<file path="src/rtl/ebike_pkg.sv">
//----------------------------------------------------------------------------
// ebike_pkg
// Shared constants, types and helpers for the e-bike pedal-sensor path.
// CADENCE_MAX     : largest reportable cadence (5-bit saturation point)
// NOT_PED_THRESH  : cadence below this value means the rider is not pedaling
// AVG_SH_DEFAULT  : default exponential-average shift (new-sample weight 1/16)
// torque_t        : 12-bit unsigned ADC torque sample
// cadence_t       : 5-bit pulses-per-window count
//----------------------------------------------------------------------------
`timescale 1ns/1ps
package ebike_pkg;

    localparam logic [4:0] CADENCE_MAX    = 5'd31;
    localparam logic [4:0] NOT_PED_THRESH = 5'd2;
    localparam int         AVG_SH_DEFAULT = 4;

    typedef logic [11:0] torque_t;
    typedef logic [4:0]  cadence_t;

    // Adds one pulse to a count, holding at CADENCE_MAX instead of wrapping.
    function automatic cadence_t satInc(input cadence_t count, input logic inc);
        satInc = (inc && (count != CADENCE_MAX)) ? count + 5'd1 : count;
    endfunction

endpackage

</file>
<file path="src/rtl/cadence_sync.sv">
//----------------------------------------------------------------------------
// cadence_sync
// Brings the asynchronous pedal-magnet pulse into the clk domain and turns
// each rising edge into a single-cycle pulse.
// Ports:
//   clk          : system clock
//   rst_n        : asynchronous active-low reset
//   i_cadenceRaw : raw pedal-magnet pulse, asynchronous to clk
//   o_rise       : high for exactly one cycle per synchronized rising edge
//----------------------------------------------------------------------------
`timescale 1ns/1ps
module cadence_sync (
    input  logic clk,
    input  logic rst_n,
    input  logic i_cadenceRaw,
    output logic o_rise
);

    logic r_sync1;
    logic r_sync2;
    logic r_prev;

    // Two metastability flops, then a third holding the previous synchronized
    // level so a rising edge can be spotted.
    always_ff @(posedge clk or negedge rst_n) begin
        if (!rst_n) begin
            r_sync1 <= 1'b0;
            r_sync2 <= 1'b0;
            r_prev  <= 1'b0;
        end else begin
            r_sync1 <= i_cadenceRaw;
            r_sync2 <= r_sync1;
            r_prev  <= r_sync2;
        end
    end

    assign o_rise = r_sync2 & ~r_prev;

endmodule

</file>
<file path="src/rtl/sensor_cond.sv">
//----------------------------------------------------------------------------
// sensor_cond
// Conditions raw pedal sensors for the assist-current computation: counts
// cadence pulses per fixed window and keeps an exponential average of crank
// torque updated once per pedal pulse.
// Parameters:
//   WIN_W  : cadence window is 2^WIN_W clk cycles
//   AVG_SH : average shift; a new torque sample has weight 1/2^AVG_SH
// Ports:
//   clk          : system clock
//   rst_n        : asynchronous active-low reset
//   torque       : unsigned crank torque, already synchronous to clk
//   cadence_raw  : raw pedal-magnet pulse, asynchronous to clk
//   avg_torque   : filtered torque
//   cadence      : pulses in the last completed window, saturating at 31
//   not_pedaling : high while cadence < 2
//----------------------------------------------------------------------------
`timescale 1ns/1ps
module sensor_cond
    import ebike_pkg::*;
#(
    parameter int WIN_W  = 22,
    parameter int AVG_SH = AVG_SH_DEFAULT
) (
    input  logic        clk,
    input  logic        rst_n,
    input  logic [11:0] torque,
    input  logic        cadence_raw,
    output logic [11:0] avg_torque,
    output logic [4:0]  cadence,
    output logic        not_pedaling
);

    // The accumulator holds 2^AVG_SH times the average, so it needs AVG_SH
    // extra bits above the 12-bit torque.
    localparam int ACC_W = 12 + AVG_SH;

    logic             w_rise;
    logic             w_terminal;
    cadence_t         w_countNext;
    logic [ACC_W-1:0] w_accNext;

    logic [WIN_W-1:0] r_winCount;
    cadence_t         r_pulseCount;
    cadence_t         r_cadence;
    logic             r_notPedaling;
    logic [ACC_W-1:0] r_acc;

    cadence_sync u_cadenceSync (
        .clk          (clk),
        .rst_n        (rst_n),
        .i_cadenceRaw (cadence_raw),
        .o_rise       (w_rise)
    );

    assign w_terminal  = &r_winCount;
    assign w_countNext = satInc(r_pulseCount, w_rise);

    // Free-running window timer; the all-ones cycle closes the window.
    always_ff @(posedge clk or negedge rst_n) begin
        if (!rst_n) begin
            r_winCount <= '0;
        end else begin
            r_winCount <= r_winCount + 1'b1;
        end
    end

    // Pulse counting. A rise in the terminal cycle belongs to the window that
    // is closing, so the published cadence uses the already-incremented count
    // and the counter restarts from zero rather than from that pulse.
    always_ff @(posedge clk or negedge rst_n) begin
        if (!rst_n) begin
            r_pulseCount  <= '0;
            r_cadence     <= '0;
            r_notPedaling <= 1'b1;
        end else if (w_terminal) begin
            r_pulseCount  <= '0;
            r_cadence     <= w_countNext;
            r_notPedaling <= (w_countNext < NOT_PED_THRESH);
        end else begin
            r_pulseCount  <= w_countNext;
        end
    end

    // Torque average, touched only on a pedal pulse. When the rider was not
    // pedaling the stale average is discarded and reseeded from the current
    // sample; otherwise a standard 1/2^AVG_SH exponential step is applied.
    // The step cannot exceed the accumulator range, so no saturation exists.
    always_comb begin
        w_accNext = r_acc;
        if (w_rise) begin
            if (r_notPedaling) begin
                w_accNext = {torque, {AVG_SH{1'b0}}};
            end else begin
                w_accNext = r_acc - (r_acc >> AVG_SH) + {{AVG_SH{1'b0}}, torque};
            end
        end
    end

    // Accumulator register.
    always_ff @(posedge clk or negedge rst_n) begin
        if (!rst_n) begin
            r_acc <= '0;
        end else begin
            r_acc <= w_accNext;
        end
    end

    assign avg_torque   = r_acc[ACC_W-1:AVG_SH];
    assign cadence      = r_cadence;
    assign not_pedaling = r_notPedaling;

endmodule

</file>
<file path="config.mk">
export PLATFORM = sky130hd
export DESIGN_NAME = sensor_cond
export DESIGN_NICKNAME = d
export VERILOG_FILES = /design/src/rtl/ebike_pkg.sv /design/src/rtl/cadence_sync.sv /design/src/rtl/sensor_cond.sv
export SDC_FILE = /design/constraint.sdc
export NUM_CORES = 1
export LEC_CHECK = 0
export BUFFER_PORTS_ARGS = -buffer_cell sky130_fd_sc_hd__buf_2
export CORE_MARGIN = 3
export CORE_UTILIZATION = 40
export DETAILED_ROUTE_END_ITERATION = 10
export HOLD_SLACK_MARGIN = 0.03
export SLEW_MARGIN = 0
export SYNTH_ARGS = -nofsm -noshare
export SYNTH_HDL_FRONTEND = slang
export SYNTH_SLANG_ARGS = --single-unit
</file>
<file path="constraint.sdc">
create_clock -name clk -period 6.8 [get_ports clk]
set_clock_uncertainty 0.1 [all_clocks]
set_input_delay 0.34 -clock clk [delete_from_list [all_inputs] [get_ports clk]]
set_output_delay 0.34 -clock clk [all_outputs]
set_load 0.03 [all_outputs]
</file>
Word-level counts from Yosys, hierarchy flattened

Index checks and enable logic that the tools add are counted.

Register bits after elaboration: 52
Latch bits: 0
Memory bits (writable): 0
Memory bits (read-only): 0
Logic and storage cells: 21
Memories kept: 0

Add/subtract/negate cells: 4
Multiply operators: 0
Div/mod/pow operators: 0
Order comparisons: 1
Eq/ne operators: 1
Shift-type cells: 0
Muxes and demuxes: 3
Bitwise operators: 2
Reduce and logical (&&, ||, !) cells: 2

Operators by type and width:

| cell                                                | count |
|---|---|
| adder 22 x 1 -> 22 bit (second input constant)      | 1 |
| AND reduction 22 bit                                | 1 |
| adder 16 x 12 -> 16 bit                             | 1 |
| two-way mux 16 bit                                  | 1 |
| subtractor 16 x 12 -> 16 bit                        | 1 |
| two-way mux 5 bit                                   | 2 |
| adder 5 x 1 -> 5 bit (second input constant)        | 1 |
| < comparator 5 x 2 -> 1 bit (second input constant) | 1 |
| inequality test 5 bit (second input constant)       | 1 |
| AND 1 bit                                           | 1 |
| logical AND 1 bit                                   | 1 |
| inverter 1 bit                                      | 1 |

Longest topological paths before layout

Gate-level depths: netlist of run 1.

Depth in word-level cells: 5
Mapped depth: 13
Depth with buffers taken out: 13

Modules after synthesis

From an unflattened synthesis of run 1, not the netlist that was laid out.

Cells, all modules: 377
Area, all modules: 3,482.1 um^2

By module, submodules not included:

| module       | instances | cells an instance | area an instance (um^2) |
|---|---|---|---|
| sensor_cond  | 1         | 373               | 3,393.3 |
| cadence_sync | 1         | 4                 | 88.8 |

Worst setup path before layout of run 1

Ideal clock, no wire load.

Path type: register to register
From: reg r_acc[7]
To: reg r_acc[15]
Arrival: 2.495 ns
Data required time: 6.604 ns
Path slack: 4.109 ns
Cell stages (with the launch flop): 11
Period minus slack after synthesis: 2.691 ns
Path through: dfrtp_1 -> inv_1 -> fa_1 -> inv_1 -> ha_1 -> and3_1 -> and3_1 -> a2111oi_4 -> a211o_2 -> nand3_2 -> a311oi_2

Cells in the longest elaborated chain, start to end: 3

RTL lines:

| element                      | RTL line           | text |
|---|---|---|
| from (decl)                  | sensor_cond.sv:47  | `logic [ACC_W-1:0] r_acc;` |
| from (signal assigned)       | sensor_cond.sv:105 | `r_acc <= w_accNext;` |
| subtractor 16 x 12 -> 16 bit | sensor_cond.sv:95  | `w_accNext = r_acc - (r_acc >> AVG_SH) + {{AVG_SH{1'b0}}, torque};` |
| adder 16 x 12 -> 16 bit      | sensor_cond.sv:95  |  |
| two-way mux 16 bit           | sensor_cond.sv:92  | `if (r_notPedaling) begin` |

No other way between the ends.
A chain may end at the register's enable or synchronous reset.

Worst setup path in the final report of run 1

From: reg r_acc[10]
To: reg r_acc[15]

The elaborated chain is that of the path after synthesis.

==> flow_metrics.env, run 1 <==
export IMPL_status="complete, no violations"
export IMPL_critPathLaunchType="register"
export IMPL_slew_violations=0
export IMPL_grt_usage=0.149
export IMPL_drtIter0Drc=140
export IMPL_cts_buffers_inserted=5
export IMPL_p_leak_nw=1.87
export IMPL_final_antenna_net_count=0
export IMPL_switchingPower_mw=0.987
export IMPL_synth_top_family_by_area="simple AND/OR/NAND/NOR gates"
export IMPL_critPathKind="register to register"
export IMPL_hp_class="input pin to async pin"
export IMPL_final_common_cell="inv_1"
export IMPL_min_period_over_period=0.438
export IMPL_tightest_slew_ns=0.720
export IMPL_root_buffer="clkbuf_8"
export IMPL_grt_pass1_vias=2521
export IMPL_die_y_um=98.8
export IMPL_synth_warnings=0
export IMPL_place_congestion=0.821
export IMPL_synth_ff_type="dfrtp_1"
export IMPL_mappedNetlistNets=414
export IMPL_synth_top_area_frac=0.371
export IMPL_synth_distinct_cells=51
export IMPL_overflow=0
export IMPL_place_inst=487
export IMPL_fin_setup_tns_ns=0
export IMPL_most_common_layout_cells="55 x inv_1, 51 x dfrtp_1, 32 x buf_2"
export IMPL_hold_viol_final=0
export IMPL_stdcell_count=496
export IMPL_async_flop_share=1.00
export IMPL_firstDrtPassIters=4
export IMPL_critPathMaxFanout=6
export IMPL_power_mw=2.04
export IMPL_synth_simple_area_share=0.162
export IMPL_power_share_clock=0.090
export IMPL_rsz0062_at_grt="false"
export IMPL_cts_tree="yes"
export IMPL_wl_um=6830
export IMPL_grt_pass1_wl_um=11900
export IMPL_cts_sinks=52
export IMPL_synth_xor_area_frac=0.0840
export IMPL_clkTransAtPathRegs_ns=0.10
export IMPL_post_drt_wl_per_cell_um=13.8
export IMPL_vias=2537
export IMPL_antenna_found_initial=0
export IMPL_setup_violations=0
export IMPL_critPathArrivalTime_ns=3.09
export IMPL_power_density_nw_per_um2=547
export IMPL_diodes=0
export IMPL_worstPathRequired_ns=6.91
export IMPL_drv_cap=0
export IMPL_num_io_pins=33
export IMPL_core_area_um2=8300
export IMPL_nets=436
export IMPL_drc=0
export IMPL_syn_to_final_growth_pct=8.18
export IMPL_insertion_delay_ns=0.31
export IMPL_syn_area_um2=3440
export IMPL_max_freq_mhz=336
export IMPL_irDropWorstVdd_v=0.000202
export IMPL_numPortBuffers=32
export IMPL_post_cts_buffers=0
export IMPL_synth_edf_count=0
export IMPL_postSynthCellCount=368
export IMPL_initial_core_util=0.415
export IMPL_drive_above_1_share=0.146
export IMPL_grt_max_degree=53
export IMPL_end_kind="register"
export IMPL_synth_area_leader_cell="dfrtp_1"
export IMPL_clockBufferDepth=2
export IMPL_min_period_ns=2.98
export IMPL_h_tree_depth=2
export IMPL_yosys_top_cells_area="dfrtp_1 37%, fa_1 7.0%, ha_1 6.9%"
export IMPL_rows=33
export IMPL_vias_per_cell=5.11
export IMPL_ctsHoldBuffers=1
export IMPL_die_w_um=98.8
export IMPL_power_frac_seq=0.216
export IMPL_p_sw_frac=0.484
export IMPL_max_slew_margin_rel=0.520
export IMPL_cts_resized=0
export IMPL_synth_fa_ha_area_frac=0.139
export IMPL_p_int_mw=1.05
export IMPL_yosysSeqAreaShare=0.378
export IMPL_ys_ff_latch=52
export IMPL_muxShareOfSynthArea=0.00872
export IMPL_hpwlAfterDp_um=5080
export IMPL_synth_area_per_cell_um2=9.35
export IMPL_p_comb_frac=0.694
export IMPL_synth_compound_area_frac=0.132
export IMPL_die_area_um2=9750
[cell usage after synthesis (3+ instances only)]
cell type,count
a21o_1,4
a21oi_1,18
a21oi_2,3
a31oi_1,3
and3_1,8
buf_4,13
clkbuf_1,5
dfrtp_1,51
fa_1,12
ha_1,19
inv_1,55
mux2i_1,3
nand2_1,25
nand2b_1,3
nand3_1,18
nand4_1,10
nor2_1,25
nor3_1,5
o211ai_1,5
o21ai_0,14
o22ai_1,3
xnor2_1,21
xor2_1,12
[worst paths after layout]
| path | startpoint | to | cells after the start | slack, ns |
|---|---|---|---|---|
| min reg2reg | u_cadenceSync.r_sync1$_DFF_PN0_ | u_cadenceSync.r_sync2$_DFF_PN0_ | 0 | 0.26 |
| max in group asynchronous | rst_n | r_winCount[20]$_DFF_PN0_ | 2 | 6.11 |
| max | r_acc[10]$_DFFE_PN0P_ | r_acc[15]$_DFFE_PN0P_ | 11 | 3.82 |
| min in group clk | torque[9] | r_acc[13]$_DFFE_PN0P_ | 3 | 0.18 |
| max reg2reg | r_acc[10]$_DFFE_PN0P_ | r_acc[15]$_DFFE_PN0P_ | 11 | 3.82 |
| min | rst_n | r_acc[9]$_DFFE_PN0P_ | 2 | 0.03 |
[state kept, by name, summed over array words and instances (netlist names)]
register	count
cadence	5
u_cadenceSync.r_sync1	1
r_pulseCount	5
u_cadenceSync.r_sync2	1
r_winCount	22
not_pedaling	1
u_cadenceSync.r_prev	1
r_acc	16
[worst max-delay path: stages (launching register included)]
cell	delay [ns]
dfrtp_1	0.44
inv_1	0.10
fa_1	0.50
inv_1	0.05
ha_1	0.39
a21oi_2	0.19
o211ai_1	0.11
and3_4	0.21
a2111oi_4	0.31
a211o_2	0.17
nand3_2	0.06
a311oi_2	0.24
[final cells by class]
class	count	area [um^2]
timing repair buffer	35	185
clock buffer	5	68.8
sequential	52	1300
tap	105	131
clock inverter	3	21.3
multi-input combinational	241	1810
inverter	55	206
fill	819	4580
[power groups by stage]
stage               registers, mW  clock network, mW  logic [mW]
finish                      0.440              0.183        1.41
global route                0.453              0.204        1.59
CTS                         0.442              0.190        1.42
detailed placement          0.448                  0        1.42
global placement            0.445                  0        1.40
floorplan                   0.426                  0        1.19
[routing by layer]
layer,up-vias,wire (um),global-route usage
met2,46,3060,0.228
met3,6,308,0.0340
met5,-,0,0
met4,0,59,0.0368
met1,1219,3400,0.216
li1,1266,-,-
[per-stage QoR]
stage / hold WS [ns] / util / worst slack [ns] / cell area, um^2
floorplan: -0.0556 / - / 4.11 / 3440
global placement: 0.232 / 0.437 / 3.91 / 3620
detailed placement: 0.237 / 0.437 / 3.82 / 3620
CTS: 0.0641 / 0.449 / 3.81 / 3720
global route: 0.0828 / 0.449 / 3.62 / 3720
finish: 0.0287 / 0.449 / 3.82 / 3720
[cell families after synthesis]
| kind of cell | after synthesis |
|---|---|
| xor+xnor | 33 |
| simple gates | 109 |
| fa+ha+maj | 31 |
| mux | 3 |
| flops | 52 |
| compound gates | 65 |
| buf+inv | 75 |
Power figures use the tool's default switching activity.
==> run 2, diff against run 1 <==
==> constraint.sdc (replaced) <==
create_clock -name clk -period 2.9 [get_ports clk]
set_clock_uncertainty 0.1 [all_clocks]
set_input_delay 0.145 -clock clk [delete_from_list [all_inputs] [get_ports clk]]
set_output_delay 0.145 -clock clk [all_outputs]
set_load 0.03 [all_outputs]
==> flow_metrics.env, run 2 (same netlist as run 1, synthesis figures left out) <==
export IMPL_status="complete, no violations"
export IMPL_drv_cap=0
export IMPL_critPathArrivalTime_ns=2.96
export IMPL_initial_core_util=0.415
export IMPL_root_buffer="clkbuf_8"
export IMPL_min_period_ns=2.83
export IMPL_p_comb_frac=0.722
export IMPL_fillerInstances=796
export IMPL_drive_above_1_share=0.199
export IMPL_nets=458
export IMPL_final_antenna_net_count=0
export IMPL_diodes=0
export IMPL_rows=33
export IMPL_grt_pass1_wl_um=12300
export IMPL_hold_viol_final=0
export IMPL_die_area_um2=9750
export IMPL_critPathMaxFanout=5
export IMPL_num_io_pins=33
export IMPL_max_freq_mhz=353
export IMPL_final_common_cell="inv_1"
export IMPL_worstPathRequired_ns=3.03
export IMPL_hp_class="input pin to register"
export IMPL_rrSetupSlack_ns=0.07
export IMPL_largestRegisters="r_winCount (22), r_acc (16)"
export IMPL_p_int_mw=2.77
export IMPL_grt_max_degree=30
export IMPL_hpwlAfterDp_um=5330
export IMPL_antenna_found_initial=0
export IMPL_power_frac_seq=0.188
export IMPL_cts_sinks=52
export IMPL_clockBufferDepth=2
export IMPL_regMostFlops="r_winCount"
export IMPL_vias=2626
export IMPL_switchingPower_mw=2.48
export IMPL_critPathKind="register to register"
export IMPL_fin_setup_tns_ns=0
export IMPL_cts_buffers_inserted=5
export IMPL_drc=0
export IMPL_numPortBuffers=32
export IMPL_setup_violations=0
export IMPL_irDropWorstVdd_v=0.000487
export IMPL_power_density_nw_per_um2=1330
export IMPL_vias_per_cell=5.07
export IMPL_max_slew_margin_rel=0.498
export IMPL_most_common_layout_cells="54 x inv_1, 51 x dfrtp_1, 32 x buf_2"
export IMPL_largest_reg_flops=22
export IMPL_power_share_clock=0.090
export IMPL_place_congestion=0.892
export IMPL_p_sw_frac=0.472
export IMPL_firstDrtPassIters=4
export IMPL_wl_um=7220
export IMPL_h_tree_depth=2
export IMPL_placed_area_um2=3730
export IMPL_rsz0062_at_grt="true"
export IMPL_end_kind="register"
export IMPL_slew_violations=0
export IMPL_syn_to_final_growth_pct=14.7
export IMPL_die_w_um=98.8
export IMPL_p_leak_nw=1.98
export IMPL_grt_pass1_vias=2620
export IMPL_insertion_delay_ns=0.32
export IMPL_min_period_over_period=0.976
export IMPL_critPathLaunchType="register"
export IMPL_cts_tree="yes"
export IMPL_post_drt_wl_per_cell_um=13.9
export IMPL_die_y_um=98.8
export IMPL_drtIter0Drc=75
export IMPL_design_area_um2=3950
export IMPL_clkTransAtPathRegs_ns=0.12
export IMPL_overflow=0
export IMPL_grt_usage=0.156
export IMPL_tightest_slew_ns=0.751
export IMPL_core_area_um2=8300
run 2: layer usage:
layer  up-vias  wire length, um  GRT usage
met4         0              143     0.0431
li1       1312                -          -
met2        44             3190      0.253
met5         -                0          0
met1      1258             3610      0.217
met3        12              270     0.0255
run 2: critical path, cell delays in order, from the launching register on:
cell and delay [ns]:
dfrtp_1 0.42, buf_4 0.14, fa_1 0.48, inv_1 0.06, ha_2 0.33, a21oi_4 0.21, nand3_4 0.12, a2111oi_4 0.43
a211o_2 0.17, nand3_2 0.05, a311oi_2 0.23
run 2: path summary, 6_finish.rpt:
check / cells after the start / start / end
hold reg to reg: 0 / u_cadenceSync.r_sync1$_DFF_PN0_ / u_cadenceSync.r_sync2$_DFF_PN0_
max in group asynchronous: 3 / rst_n / r_winCount[3]$_DFF_PN0_
min in group asynchronous: 2 / rst_n / r_acc[4]$_DFFE_PN0P_
setup / recovery: 10 / r_acc[8]$_DFFE_PN0P_ / r_acc[15]$_DFFE_PN0P_
setup reg to reg: 10 / r_acc[8]$_DFFE_PN0P_ / r_acc[15]$_DFFE_PN0P_
hold / removal: 3 / torque[5] / r_acc[9]$_DFFE_PN0P_
run 2: what timing repair did:
item / CTS / global route
gates resized for setup: 1 / 10
pin swaps: 1 / 6
hold buffers: 6 / 0
hold endpoints to repair: 31 / 0
endpoints found under the setup margin: 3 / 7
setup buffers: 1 / 2
run 2: power by group through the flow:
stage / Clock [mW] / Combinational [mW] / Sequential [mW]
after floorplan: 0 / 2.79 / 1.00
after detailed placement: 0 / 3.57 / 1.01
after global routing: 0.521 / 4.24 / 1.01
after CTS: 0.489 / 3.63 / 0.989
after global placement: 0 / 3.54 / 1.00
final: 0.472 / 3.79 / 0.988
run 2: per-stage QoR:
step	instances	worst slack, ns	power [mW]	hold slack, ns	utilization
final	518	0.0692	5.25	0.0555	0.476
after global routing	518	-0.0532	5.77	0.0828	0.476
after CTS	516	-0.0106	5.11	0.0518	0.470
after detailed placement	501	-0.0132	4.57	0.135	0.449
after global placement	501	0.0410	4.54	0.134	0.449
after floorplan	368	0.209	3.79	-0.251	-
run 2: cell type report:
type                            instances  area [um^2]  area share
Multi-Input combinational cell        241         1850       0.468
Sequential cell                        52         1300       0.330
Timing Repair Buffer                   57          363      0.0919
Inverter                               55          206      0.0523
Tap cell                              105          131      0.0333
Clock buffer                            5         68.8      0.0174
Clock inverter                          3         28.8     0.00729
==> run 3, diff against run 2 <==
--- a/config.mk
+++ b/config.mk
@@ -6,7 +6,7 @@
 export NUM_CORES = 1
 export LEC_CHECK = 0
 export BUFFER_PORTS_ARGS = -buffer_cell sky130_fd_sc_hd__buf_2
-export CORE_MARGIN = 3
+export CORE_MARGIN = 2
 export CORE_UTILIZATION = 40
 export DETAILED_ROUTE_END_ITERATION = 10
 export HOLD_SLACK_MARGIN = 0.03
@@ -14,3 +14,4 @@
 export SYNTH_ARGS = -nofsm -noshare
 export SYNTH_HDL_FRONTEND = slang
 export SYNTH_SLANG_ARGS = --single-unit
+export TNS_END_PERCENT = 5
==> flow_metrics.env, run 3 (same netlist as run 1, synthesis figures left out) <==
export IMPL_critPathArrivalTime_ns=2.90
export IMPL_num_io_pins=33
export IMPL_fillerInstances=796
export IMPL_overflow=0
export IMPL_drv_cap=0
export IMPL_nets=458
export IMPL_clockBufferDepth=2
export IMPL_largestRegisters="r_winCount (22), r_acc (16)"
export IMPL_post_drt_wl_per_cell_um=14.0
export IMPL_die_w_um=96.8
export IMPL_most_common_layout_cells="55 x inv_1, 51 x dfrtp_1, 32 x buf_2"
export IMPL_vias=2634
export IMPL_initial_core_util=0.415
export IMPL_clkTransAtPathRegs_ns=0.10
export IMPL_worstPathRequired_ns=3.04
export IMPL_drive_above_1_share=0.201
export IMPL_core_area_um2=8300
export IMPL_largest_reg_flops=22
export IMPL_h_tree_depth=2
export IMPL_drtIter0Drc=103
export IMPL_slew_violations=0
export IMPL_final_antenna_net_count=0
export IMPL_routed_wl_met3_um=175
export IMPL_hpwlAfterDp_um=5270
export IMPL_grt_usage=0.162
export IMPL_crit_chain="inv_1, fa_1, inv_1, ha_1, buf_4, a21o_1, nand3_1, nand3_1, a21oi_2, buf_4, xnor2_1, nand2_1, a31oi_1"
export IMPL_cts_sinks=52
export IMPL_fin_util=0.482
export IMPL_p_leak_nw=2.00
export IMPL_critPathKind="register to register"
export IMPL_die_y_um=96.8
export IMPL_max_stage_delay_ns=0.50
export IMPL_antenna_found_initial=0
export IMPL_place_congestion=0.843
export IMPL_insertion_delay_ns=0.31
export IMPL_root_buffer="clkbuf_8"
export IMPL_met1_length_um=3720
export IMPL_vias_per_cell=5.09
export IMPL_power_mw=5.42
export IMPL_grt_pass1_wl_um=12600
export IMPL_die_area_um2=9360
export IMPL_final_common_cell="inv_1"
export IMPL_crit_path_top_delay_cell="fa_1"
export IMPL_numPortBuffers=32
export IMPL_drc=0
export IMPL_hold_ws_ns=0.0658
export IMPL_irDropWorstVdd_v=0.000538
export IMPL_power_density_nw_per_um2=1360
export IMPL_hp_class="input pin to register"
export IMPL_dp_slack_ns=-0.00245
export IMPL_grt_max_degree=36
export IMPL_grt_pass1_vias=2680
export IMPL_critPathMaxFanout=6
export IMPL_setup_violations=0
export IMPL_multiInputGateArea_um2=1860
export IMPL_syn_to_final_growth_pct=16.1
export IMPL_critPathLaunchType="register"
export IMPL_min_period_ns=2.76
export IMPL_wl_um=7240
export IMPL_regMostFlops="r_winCount"
export IMPL_max_freq_mhz=362
export IMPL_tightest_slew_ns=0.473
export IMPL_rows=33
export IMPL_diodes=0
export IMPL_top_layer_used="met4"
export IMPL_routed_wl_met2_um=3270
export IMPL_status="complete, no violations"
export IMPL_hold_viol_final=0
export IMPL_cts_buffers_inserted=5
export IMPL_firstDrtPassIters=4
export IMPL_register_area_um2=1300
export IMPL_rrSetupSlack_ns=0.14
export IMPL_max_slew_margin_rel=0.685
export IMPL_cts_tree="yes"
export IMPL_end_kind="register"
export IMPL_min_period_over_period=0.952
export IMPL_worst_slack_ns=0.140
-- run 3: cell types whose count changed in the layout (fill, tap and decap cells not counted), moves of 2 or more --
cell / before / now
bufinv_16: 0 / 2
fa_1: 12 / 10
fa_2: 0 / 2
inv_6: 2 / 0
-- run 3: final cells by class --
type	count	share of cell area
tap	105	0.0329
inverter	55	0.0517
clock inverter	2	0.0150
sequential	52	0.326
clock buffer	5	0.0172
multi-input combinational	241	0.467
timing repair buffer	57	0.0908
-- run 3: through the flow --
step           std cells  TNS (ns)  area [um^2]
2_1_floorplan        368         0         3440
4_1_cts              514         0         3920
5_1_grt              517   -0.0328         4000
3_3_place_gp         500         0         3720
6_report             517         0         4000
3_5_place_dp         500  -0.00245         3720
-- run 3: path summary, 6_finish.rpt --
check / cells past startpoint / to / start
max: 13 / r_acc[10]$_DFFE_PN0P_ / r_acc[7]$_DFFE_PN0P_
min: 3 / r_acc[9]$_DFFE_PN0P_ / torque[5]
max reg2reg: 13 / r_acc[10]$_DFFE_PN0P_ / r_acc[7]$_DFFE_PN0P_
min reg2reg: 0 / u_cadenceSync.r_sync2$_DFF_PN0_ / u_cadenceSync.r_sync1$_DFF_PN0_
max in group asynchronous: 3 / r_pulseCount[0]$_DFF_PN0_ / rst_n
min in group asynchronous: 2 / r_acc[1]$_DFFE_PN0P_ / rst_n
-- run 3: power breakdown --
group          internal (mW)  total, mW  switching, mW
sequential             0.876      0.985          0.108
combinational           1.74       3.85           2.11
clock                  0.340      0.586          0.246
total                   2.96       5.42           2.46
-- run 3: metal layers --
metal / track usage / up-vias
met3: 0.0253 / 7
met1: 0.233 / 1292
li1: - / 1301
met5: 0 / -
met2: 0.255 / 34
met4: 0.0433 / 0
-- run 3: worst max-delay path, delay by kind of cell (launching register included) --
family,cells,cell delay (ns)
AO/OA/AOI/OAI,3,0.58
buffers and inverters,4,0.44
flip-flops,1,0.38
adder cells (fa/ha/maj),2,0.81
AND/OR/NAND/NOR,3,0.27
XOR/XNOR,1,0.10
-- run 3: what timing repair did --
action,4_1_cts,5_1_grt
setup endpoints to repair,2,8
hold endpoints to repair,22,0
resized for setup,0,12
pin swaps,1,9
hold buffers,6,0
buffers inserted,1,3
